**src/rtl/led_scanner.sv**
```systemverilog
// LED scanner: one lit LED moves across NUM_LED outputs, each output driven by per-LED PWM.
// Define LED_SCANNER_FADE_EN to let deselected LEDs decay gradually instead of going dark at once.
module led_scanner #(
  parameter int NUM_LED      = 8,
  parameter int PWM_BITS     = 5,
  parameter int PWM_DIV_BITS = 10,
  parameter int STEP_BITS    = 24
) (
  input  logic                       clk,
  input  logic                       rst,
  input  logic                       en,
  input  logic [1:0]                 mode,
  input  logic [2:0]                 rate,
  output logic [NUM_LED-1:0]         led,
  output logic [$clog2(NUM_LED)-1:0] pos,
  output logic                       step
);

  localparam int POS_W = $clog2(NUM_LED);
  localparam logic [POS_W-1:0]        POS_ZERO    = {POS_W{1'b0}};
  localparam logic [POS_W-1:0]        POS_ONE     = POS_W'(1'b1);
  localparam logic [POS_W-1:0]        POS_LAST    = POS_W'(NUM_LED - 1);
  localparam logic [PWM_BITS-1:0]     LEVEL_MAX   = {PWM_BITS{1'b1}};
  localparam logic [PWM_BITS-1:0]     LEVEL_ZERO  = {PWM_BITS{1'b0}};
  localparam logic [PWM_BITS-1:0]     TICK_ONE    = PWM_BITS'(1'b1);
  localparam logic [PWM_DIV_BITS-1:0] PRESC_ZERO  = {PWM_DIV_BITS{1'b0}};
  localparam logic [PWM_DIV_BITS-1:0] PRESC_ONE   = PWM_DIV_BITS'(1'b1);
  localparam logic [STEP_BITS-1:0]    ACC_ZERO    = {STEP_BITS{1'b0}};

  typedef enum logic [1:0] {
    MODE_BOUNCE    = 2'd0,
    MODE_WRAP_UP   = 2'd1,
    MODE_WRAP_DOWN = 2'd2,
    MODE_HOLD      = 2'd3
  } mode_e;

  logic [PWM_DIV_BITS-1:0]            presc_r;
  logic [PWM_BITS-1:0]                ticker_r;
  logic [STEP_BITS-1:0]               acc_r;
  logic [POS_W-1:0]                   pos_r;
  logic [POS_W-1:0]                   pos_next_s;
  logic                               dir_up_r;
  logic                               dir_up_next_s;
  logic                               dir_eff_s;
  logic                               step_r;
  logic                               step_next_s;
  logic [NUM_LED-1:0]                 led_r;
  logic [NUM_LED-1:0]                 led_next_s;
  logic [NUM_LED-1:0][PWM_BITS-1:0]   level_r;
  logic [NUM_LED-1:0][PWM_BITS-1:0]   level_next_s;
  logic [3:0]                         rate_inc_s;
  logic [STEP_BITS:0]                 acc_sum_s;
  logic                               step_tick_s;
  mode_e                              mode_s;

`ifdef LED_SCANNER_FADE_EN
  localparam int LOW_W = STEP_BITS - PWM_BITS;
  localparam logic [PWM_BITS-1:0] LEVEL_ONE = PWM_BITS'(1'b1);
  logic [LOW_W:0] low_sum_s;
  logic           fade_tick_s;
`endif

  assign mode_s = mode_e'(mode);
  assign led    = led_r;
  assign pos    = pos_r;
  assign step   = step_r;

  // Rate accumulator: a carry out of the top bit is a scan step, out of the low bits a fade tick.
  always_comb begin
    rate_inc_s  = {1'b0, rate} + 4'd1;
    acc_sum_s   = {1'b0, acc_r} + (STEP_BITS+1)'(rate_inc_s);
    step_tick_s = en & acc_sum_s[STEP_BITS];
`ifdef LED_SCANNER_FADE_EN
    low_sum_s   = {1'b0, acc_r[LOW_W-1:0]} + (LOW_W+1)'(rate_inc_s);
    fade_tick_s = en & low_sum_s[LOW_W];
`endif
  end

  // Next position; entering bounce at an endpoint always turns the direction inward.
  always_comb begin
    pos_next_s    = pos_r;
    dir_up_next_s = dir_up_r;
    dir_eff_s     = dir_up_r;
    step_next_s   = 1'b0;
    if (step_tick_s) begin
      case (mode_s)
        MODE_BOUNCE: begin
          if (pos_r == POS_LAST) begin
            dir_eff_s = 1'b0;
          end else if (pos_r == POS_ZERO) begin
            dir_eff_s = 1'b1;
          end else begin
            dir_eff_s = dir_up_r;
          end
          if (dir_eff_s) begin
            pos_next_s    = pos_r + POS_ONE;
            dir_up_next_s = (pos_next_s != POS_LAST);
          end else begin
            pos_next_s    = pos_r - POS_ONE;
            dir_up_next_s = (pos_next_s == POS_ZERO);
          end
          step_next_s = 1'b1;
        end
        MODE_WRAP_UP: begin
          pos_next_s  = (pos_r == POS_LAST) ? POS_ZERO : pos_r + POS_ONE;
          step_next_s = 1'b1;
        end
        MODE_WRAP_DOWN: begin
          pos_next_s  = (pos_r == POS_ZERO) ? POS_LAST : pos_r - POS_ONE;
          step_next_s = 1'b1;
        end
        MODE_HOLD: begin
          step_next_s = 1'b0;
        end
        default: begin
          step_next_s = 1'b0;
        end
      endcase
    end else begin
      step_next_s = 1'b0;
    end
  end

  // Brightness per LED, keyed to the position being loaded so level and pos change together.
  always_comb begin
    for (int i = 0; i < NUM_LED; i++) begin
      if (POS_W'(i) == pos_next_s) begin
        level_next_s[i] = LEVEL_MAX;
`ifdef LED_SCANNER_FADE_EN
      end else if (fade_tick_s && (level_r[i] != LEVEL_ZERO)) begin
        level_next_s[i] = level_r[i] - LEVEL_ONE;
      end else begin
        level_next_s[i] = level_r[i];
      end
`else
      end else begin
        level_next_s[i] = LEVEL_ZERO;
      end
`endif
      led_next_s[i] = (ticker_r < level_r[i]);
    end
  end

  // PWM time base; keeps running while scanning is disabled.
  always_ff @(posedge clk or posedge rst) begin
    if (rst) begin
      presc_r  <= PRESC_ZERO;
      ticker_r <= LEVEL_ZERO;
      led_r    <= {NUM_LED{1'b0}};
      level_r  <= {(NUM_LED*PWM_BITS){1'b0}};
    end else begin
      presc_r <= presc_r + PRESC_ONE;
      if (presc_r == PRESC_ZERO) begin
        ticker_r <= ticker_r + TICK_ONE;
      end
      led_r   <= led_next_s;
      level_r <= level_next_s;
    end
  end

  // Scan state: accumulator, position, direction and the step pulse.
  always_ff @(posedge clk or posedge rst) begin
    if (rst) begin
      acc_r    <= ACC_ZERO;
      pos_r    <= POS_ZERO;
      dir_up_r <= 1'b1;
      step_r   <= 1'b0;
    end else begin
      if (en) begin
        acc_r <= acc_sum_s[STEP_BITS-1:0];
      end
      pos_r    <= pos_next_s;
      dir_up_r <= dir_up_next_s;
      step_r   <= step_next_s;
    end
  end

endmodule

```
**config.mk**
```make
export PLATFORM = sky130hd
export DESIGN_NAME = led_scanner
export DESIGN_NICKNAME = d
export VERILOG_FILES = /design/src/rtl/led_scanner.sv
export SDC_FILE = /design/constraint.sdc
export NUM_CORES = 1
export LEC_CHECK = 0
export ABC_CLOCK_PERIOD_IN_PS = 7050
export CAP_MARGIN = 15
export CORE_AREA = 2 2 96 98
export CTS_CLUSTER_DIAMETER = 30
export CTS_CLUSTER_SIZE = 28
export DETAILED_ROUTE_END_ITERATION = 10
export DIE_AREA = 0 0 98 100
export GPL_TIMING_DRIVEN = 0
export PLACE_DENSITY = 0.58
export SLEW_MARGIN = 30
export SYNTH_ARGS = -nofsm -noshare
export SYNTH_HDL_FRONTEND = slang
export SYNTH_SLANG_ARGS = --single-unit
```
**constraint.sdc**
```tcl
create_clock -name clk -period 7.05 [get_ports clk]
set_clock_uncertainty 0.05 [all_clocks]
set_input_delay 1.0575 -clock clk [delete_from_list [all_inputs] [get_ports clk]]
set_output_delay 1.0575 -clock clk [all_outputs]
set_load 0.02 [all_outputs]
```
==> impl_metrics.ini, run 1 <==
[final_layout]
regArea_sq_mm = 0.00150
most-common-layout-cells = dfrtp_1 (59), ha_1 (44), inv_1 (30)
fin_util_pct = 44.4
nets = 408
insertedDiodeCount = 0
area_growth_pct = 14.7
fillers = 856
final_common_cell = dfrtp_1
post_route_cells_drive_above_1_share_pct = 9.78
multi_input_area_sq_mm = 0.00181

[synth]
avgSynthCellArea_sq_um = 10.6
yosys-top-cells-area = dfrtp_1 (43%), ha_1 (16%), xnor2_1 (4.8%)
synthMuxAreaShare_pct = 1.38
synth_compound_area_share_pct = 9.42
yosysWarnings = 0
synth_cell_type_count = 48
synthArstFlopShare_pct = 100
synthAdderAreaFrac_pct = 16.6
yosysTopAreaCell = dfrtp_1
synth_top_family_by_area = adder cells
syn_area_sq_mm = 0.00344
yosysTopAreaCellShare_pct = 42.9
yosys_most_used_dff = dfrtp_1
synth-xor-area-share_pct = 8.66
synth_seq_area_share_pct = 43.7
synthesis.instances = 326
ys_seq_elements = 60
synth_edf_count = 0
yosys.area_share.simple_pct = 16.4
synth_fp_nets = 379

[sta]
maxSlewHeadroom_pct = 46.3
max_freq_mhz = 316
hold_viol_final = 0
slew_violations = 0
worst_pin_slew_ns = 0.798
setup-tns-final_ns = 0
min_period_ns = 3.16
finalSetupViolCount = 0
rsz0062_at_grt = no
period_share_pct = 44.8

[clock_network]
cts_tree = yes
clock_path_buffers = 2
cts_buffers = 9
post-cts-setup-buffers = 0
cts-root-buf = clkbuf_8
htree_num_levels = 3
hold_buffers = 0
ctsResizeCount = 0
clock_latency_ns = 0.33
numClockSinks = 60
clkTransAtPathRegs_ns = 0.07

[placement]
gp_congestion = 0.732
dp_hpwl_um = 4090
port_buffers = 17

[die]
fp.dieW_um = 98
row_count = 35
io_pins = 20
core_area_sq_mm = 0.00889
start_util_pct = 38.7
die_h_um = 100
die-area_sq_mm = 0.00980

[detailed_routing]
first_pass_iters = 4
wirelength_um = 5730
vias = 2243
drc = 0
drtIter0Drc = 64
drt-wirelength-per-cell_um = 12.2
drtAntennaViolNets = 0
via_per_inst = 4.78

[worst_setup_path]
setup.worst_path.end_class = register
required_ns = 7.22
critPathLaunchType = input port
arrival_ns = 3.33
critPathMaxFanout = 9
critPathKind = input port to register

[global_routing]
antenna_found_initial = 0
track_usage_pct = 13.0
grt_pass1_vias = 2252
grt_pass1_wl_um = 10200
overflow = 0
grt_max_degree = 38

[min_path]
hold_class = register to register

[power]
leakage_uw = 0.00185
power_per_cell_area_mw_per_mm2 = 198
vdd_drop_max_v = 0.0000890

[job]
max_cap_viol_count = 0

[outcome]
status = finished, final reports clean
==> synth_stat cells (2+ instances only) <==
| cell | count |
|---|---|
| nor2b_1 | 2 |
| nor3_1 | 7 |
| and3b_1 | 3 |
| nor4_1 | 3 |
| nand3_1 | 10 |
| ha_1 | 44 |
| a21boi_0 | 9 |
| mux2_2 | 2 |
| nor2_1 | 18 |
| clkbuf_1 | 2 |
| o21ai_0 | 19 |
| nand2_1 | 21 |
| o21ai_1 | 2 |
| nor3b_2 | 2 |
| nand2b_1 | 11 |
| nor3_2 | 2 |
| inv_1 | 31 |
| xnor2_1 | 19 |
| a21oi_1 | 12 |
| dfrtp_1 | 59 |
| nand4_1 | 7 |
| xor2_1 | 15 |
==> per-stage QoR <==
step | hold slack (ns) | cells | instance area (sq um) | power (uW) | setup slack [ns]
floorplan | 0.392 | 326 | 3440 | 480 | 4.12
global placement | 0.410 | 454 | 3750 | 500 | 3.30
detailed placement | 0.407 | 455 | 3770 | 507 | 3.52
CTS | 0.420 | 469 | 3950 | 794 | 3.88
finish | 0.419 | 469 | 3950 | 781 | 3.89
global route | 0.441 | 469 | 3950 | 826 | 3.68
==> registers in the layout (all words and copies together), names as in the netlist <==
name,flops
led,8
pos,3
dir_up_r,1
step,1
ticker_r,5
acc_r,24
level_r,8
presc_r,10
==> final timing paths <==
| path | start | to | cells past startpoint | slack [ns] |
|---|---|---|---|---|
| setup / recovery | rate[0] | level_r[38] | 10 | 3.89 |
| setup reg to reg | acc_r[0] | level_r[38] | 9 | 4.64 |
| max in group asynchronous | rst | dir_up_r | 3 | 5.40 |
| hold / removal | acc_r[19] | acc_r[19] | 1 | 0.42 |
| hold reg to reg | acc_r[19] | acc_r[19] | 1 | 0.42 |
| min in group asynchronous | rst | presc_r[2] | 2 | 0.99 |
==> layer usage <==
layer / up-vias / part of all wire (%) / wire length, um / GRT usage (%)
met5: - / 0 / 0 / 0
met4: 0 / 1.2 / 70 / 5.88
met3: 8 / 2.3 / 133 / 3.27
met2: 20 / 47 / 2710 / 21.2
met1: 1041 / 49 / 2820 / 16.3
li1: 1174 / - / - / -
==> worst max-delay path, stage by stage <==
cell	delay, ns
clkdlybuf4s50_1	0.40
inv_1	0.06
ha_1	0.16
inv_1	0.05
fa_1	0.41
a21oi_1	0.39
nor3_4	0.12
nand4_4	0.13
mux2_4	0.36
and3_1	0.20
==> cell families (layout without fill, tap and decap cells) <==
family	Yosys count	after routing
flip-flops	60	60
XOR/XNOR	34	34
multiplexers	4	4
AND/OR/NAND/NOR	98	98
AO/OA/AOI/OAI	51	51
buffers and inverters	34	66
adder cells (fa/ha/maj)	45	45
==> report_power, final <==
group | leakage (uW) | switching [uW] | internal, uW
logic | 0.000970 | 55.1 | 46.2
registers | 0.000783 | 26.7 | 370
clock network | 0.0000941 | 132 | 151
total | 0.00185 | 214 | 568
==> area by class of cell <==
type / instances / area share, %
buffer: 3 / 0.380
inverter: 31 / 3.01
timing repair buffer: 18 / 4.82
clock buffer: 12 / 4.19
multi-input combinational: 232 / 45.8
tap: 111 / 3.52
clock inverter: 2 / 0.254
sequential: 60 / 38.1
Power figures use the tool's default switching activity.
==> run 2: changes to the inputs <==
--- a/config.mk
+++ b/config.mk
@@ -5,7 +5,7 @@
 export SDC_FILE = /design/constraint.sdc
 export NUM_CORES = 1
 export LEC_CHECK = 0
-export ABC_CLOCK_PERIOD_IN_PS = 7050
+export ABC_CLOCK_PERIOD_IN_PS = 2600
 export CAP_MARGIN = 15
 export CORE_AREA = 2 2 96 98
 export CTS_CLUSTER_DIAMETER = 30
@@ -13,7 +13,7 @@
 export DETAILED_ROUTE_END_ITERATION = 10
 export DIE_AREA = 0 0 98 100
 export GPL_TIMING_DRIVEN = 0
-export PLACE_DENSITY = 0.58
+export PLACE_DENSITY = 0.6
 export SLEW_MARGIN = 30
 export SYNTH_ARGS = -nofsm -noshare
 export SYNTH_HDL_FRONTEND = slang
==> constraint.sdc (replaced) <==
create_clock -name clk -period 2.6 [get_ports clk]
set_clock_uncertainty 0.05 [all_clocks]
set_input_delay 0.39 -clock clk [delete_from_list [all_inputs] [get_ports clk]]
set_output_delay 0.39 -clock clk [all_outputs]
set_load 0.02 [all_outputs]
==> run 2 against run 1 <==
  * Clock power rose to 2.9 times the previous value
  * Die area unchanged
  * Via count rose by 3.5%
  * Routed wire length rose by 0.77%
  * Flip-flop and latch count did not move
  * Critical path type unchanged
  * Largest cell class unchanged
  * Critical path depth did not move
  * Design area is 0.60% higher
  * Combinational power increased to 2.7 times the previous value
  * Total power rose to 2.8 times the previous value
  * Register-to-register slack worse by 4.4 ns
  * Core utilization grew 0.27 points
==> impl_metrics.ini, run 2 (synthesis results as in run 1) <==
[sta]
final.setup.worst_slack_ns = 0.142
setup-tns-final_ns = 0
max_freq_mhz = 407
hold_viol_final = 0
finalSetupViolCount = 0
min_period_ns = 2.46
worst_pin_slew_ns = 0.787
rsz0062_at_grt = no
maxSlewHeadroom_pct = 47.1
period_share_pct = 94.5
slew_violations = 0

[global_routing]
grt_pass1_vias = 2384
grt_max_degree = 36
antenna_found_initial = 0
overflow = 0
track_usage_pct = 13.4
grt_pass1_wl_um = 10600

[final_layout]
fin_util_pct = 44.7
area_growth_pct = 15.4
largest_register = acc_r
largestRegisters = acc_r x24, presc_r x10
post_route_cells_drive_above_1_share_pct = 10.0
insertedDiodeCount = 0
final_common_cell = dfrtp_1
most-common-layout-cells = dfrtp_1 (59), ha_1 (44), inv_1 (30)
multi_input_area_sq_mm = 0.00182
nets = 408
largest_register_ffs = 24
regArea_sq_mm = 0.00150
fillers = 854

[clock_network]
post-cts-setup-buffers = 0
cts-root-buf = clkbuf_8
hold_buffers = 0
cts_tree = yes
cts_buffers = 9
clkTransAtPathRegs_ns = 0.06
clock_latency_ns = 0.33
numClockSinks = 60
htree_num_levels = 3
clock_path_buffers = 2

[power]
vdd_drop_max_v = 0.000368
leakage_uw = 0.00185
power_per_cell_area_mw_per_mm2 = 545
seq_power_share_pct = 49.6
swShare_pct = 26.2
p_int_uw = 1600
pwr-share-clk_pct = 37.7
comb_power_share_pct = 12.7
power.switching_uw = 567

[placement]
dp_hpwl_um = 4000
port_buffers = 17
gp_congestion = 0.757
dp_worst_setup_slack_ns = -0.261

[die]
fp.dieW_um = 98
start_util_pct = 38.7
die-area_sq_mm = 0.00980
core_area_sq_mm = 0.00889
io_pins = 20
row_count = 35
die_h_um = 100

[worst_setup_path]
worstSetupStartpoint = rate[0]
critPathKind = input port to register
r2r-start = acc_r[0]
setup.worst_path.end_class = register
r2r_cells = 9
required_ns = 2.77
critPathMaxFanout = 9
reg2reg_to = level_r[28]
critPathLaunchType = input port
rrSetupSlack_ns = 0.24
arrival_ns = 2.63

[detailed_routing]
wirelength_um = 5770
drc = 0
drtIter0Drc = 37
via_per_inst = 4.93
drt-wirelength-per-cell_um = 12.2
drtAntennaViolNets = 0
first_pass_iters = 4
vias = 2321

[job]
max_cap_viol_count = 0

[min_path]
whs_endpoint = acc_r[2]
hp-start = en
hold_class = input port to register
min_path_cells = 2

[outcome]
status = finished, final reports clean
[run 2: cell types whose count changed in the layout (fill, tap and decap cells not counted), sizes merged]
cell / previous run / this run
clkbuf: 14 / 15
bufinv: 0 / 1
[run 2: timing repair]
item,CTS,global route
resized for setup,0,2
endpoints found under the hold margin,0,0
endpoints found under the setup margin,0,4
[run 2: layout make-up]
type,instances,area share [%]
multi-input combinational,232,45.7
sequential,60,37.9
timing repair buffer,18,4.79
clock buffer,13,3.75
tap,111,3.50
inverter,31,2.99
clock inverter,3,1.01
buffer,3,0.378
[run 2: worst max-delay path by stage]
stage / end / slack, ns / cells after the start
CTS: level_r[33] / 0.09 / 10
global placement: acc_r[22] / -0.47 / 2
finish: level_r[28] / 0.14 / 10
detailed placement: level_r[33] / -0.26 / 10
floorplan: level_r[38] / 0.34 / 9
global route: level_r[23] / 0.009 / 11
[run 2: worst max-delay path, stage by stage]
cell and delay (ns):
clkdlybuf4s50_1 0.40, inv_1 0.06, ha_1 0.16, inv_1 0.05, fa_1 0.41, a21oi_1 0.36, nor3_4 0.11, nand4_4 0.13
mux2_4 0.37, and3b_1 0.19
[run 2: power by group through the flow]
| stage | combinational [uW] | clock, uW | sequential, uW |
|---|---|---|---|
| finish | 275 | 815 | 1070 |
| global route | 317 | 895 | 1090 |
| CTS | 284 | 847 | 1070 |
| detailed placement | 281 | 0 | 1090 |
| global placement | 268 | 0 | 1090 |
| floorplan | 222 | 0 | 1080 |
[run 2: per-stage QoR]
step,instance area (sq um),hold slack (ns),std cells,power [uW]
final,3970,0.275,471,2160
after floorplan,3440,0.392,326,1300
after global routing,3970,0.269,471,2300
after detailed placement,3770,0.409,455,1370
after CTS,3960,0.272,471,2210
after global placement,3750,0.407,454,1360
[run 2: routing by layer]
metal  up-vias  part of all wire (%)  GRT usage, %
met5         -                     0             0
met4         0                   1.6          4.81
met3         9                   3.1          3.83
met2        26                    49          23.2
met1      1110                    46          16.0
li1       1176                     -             -
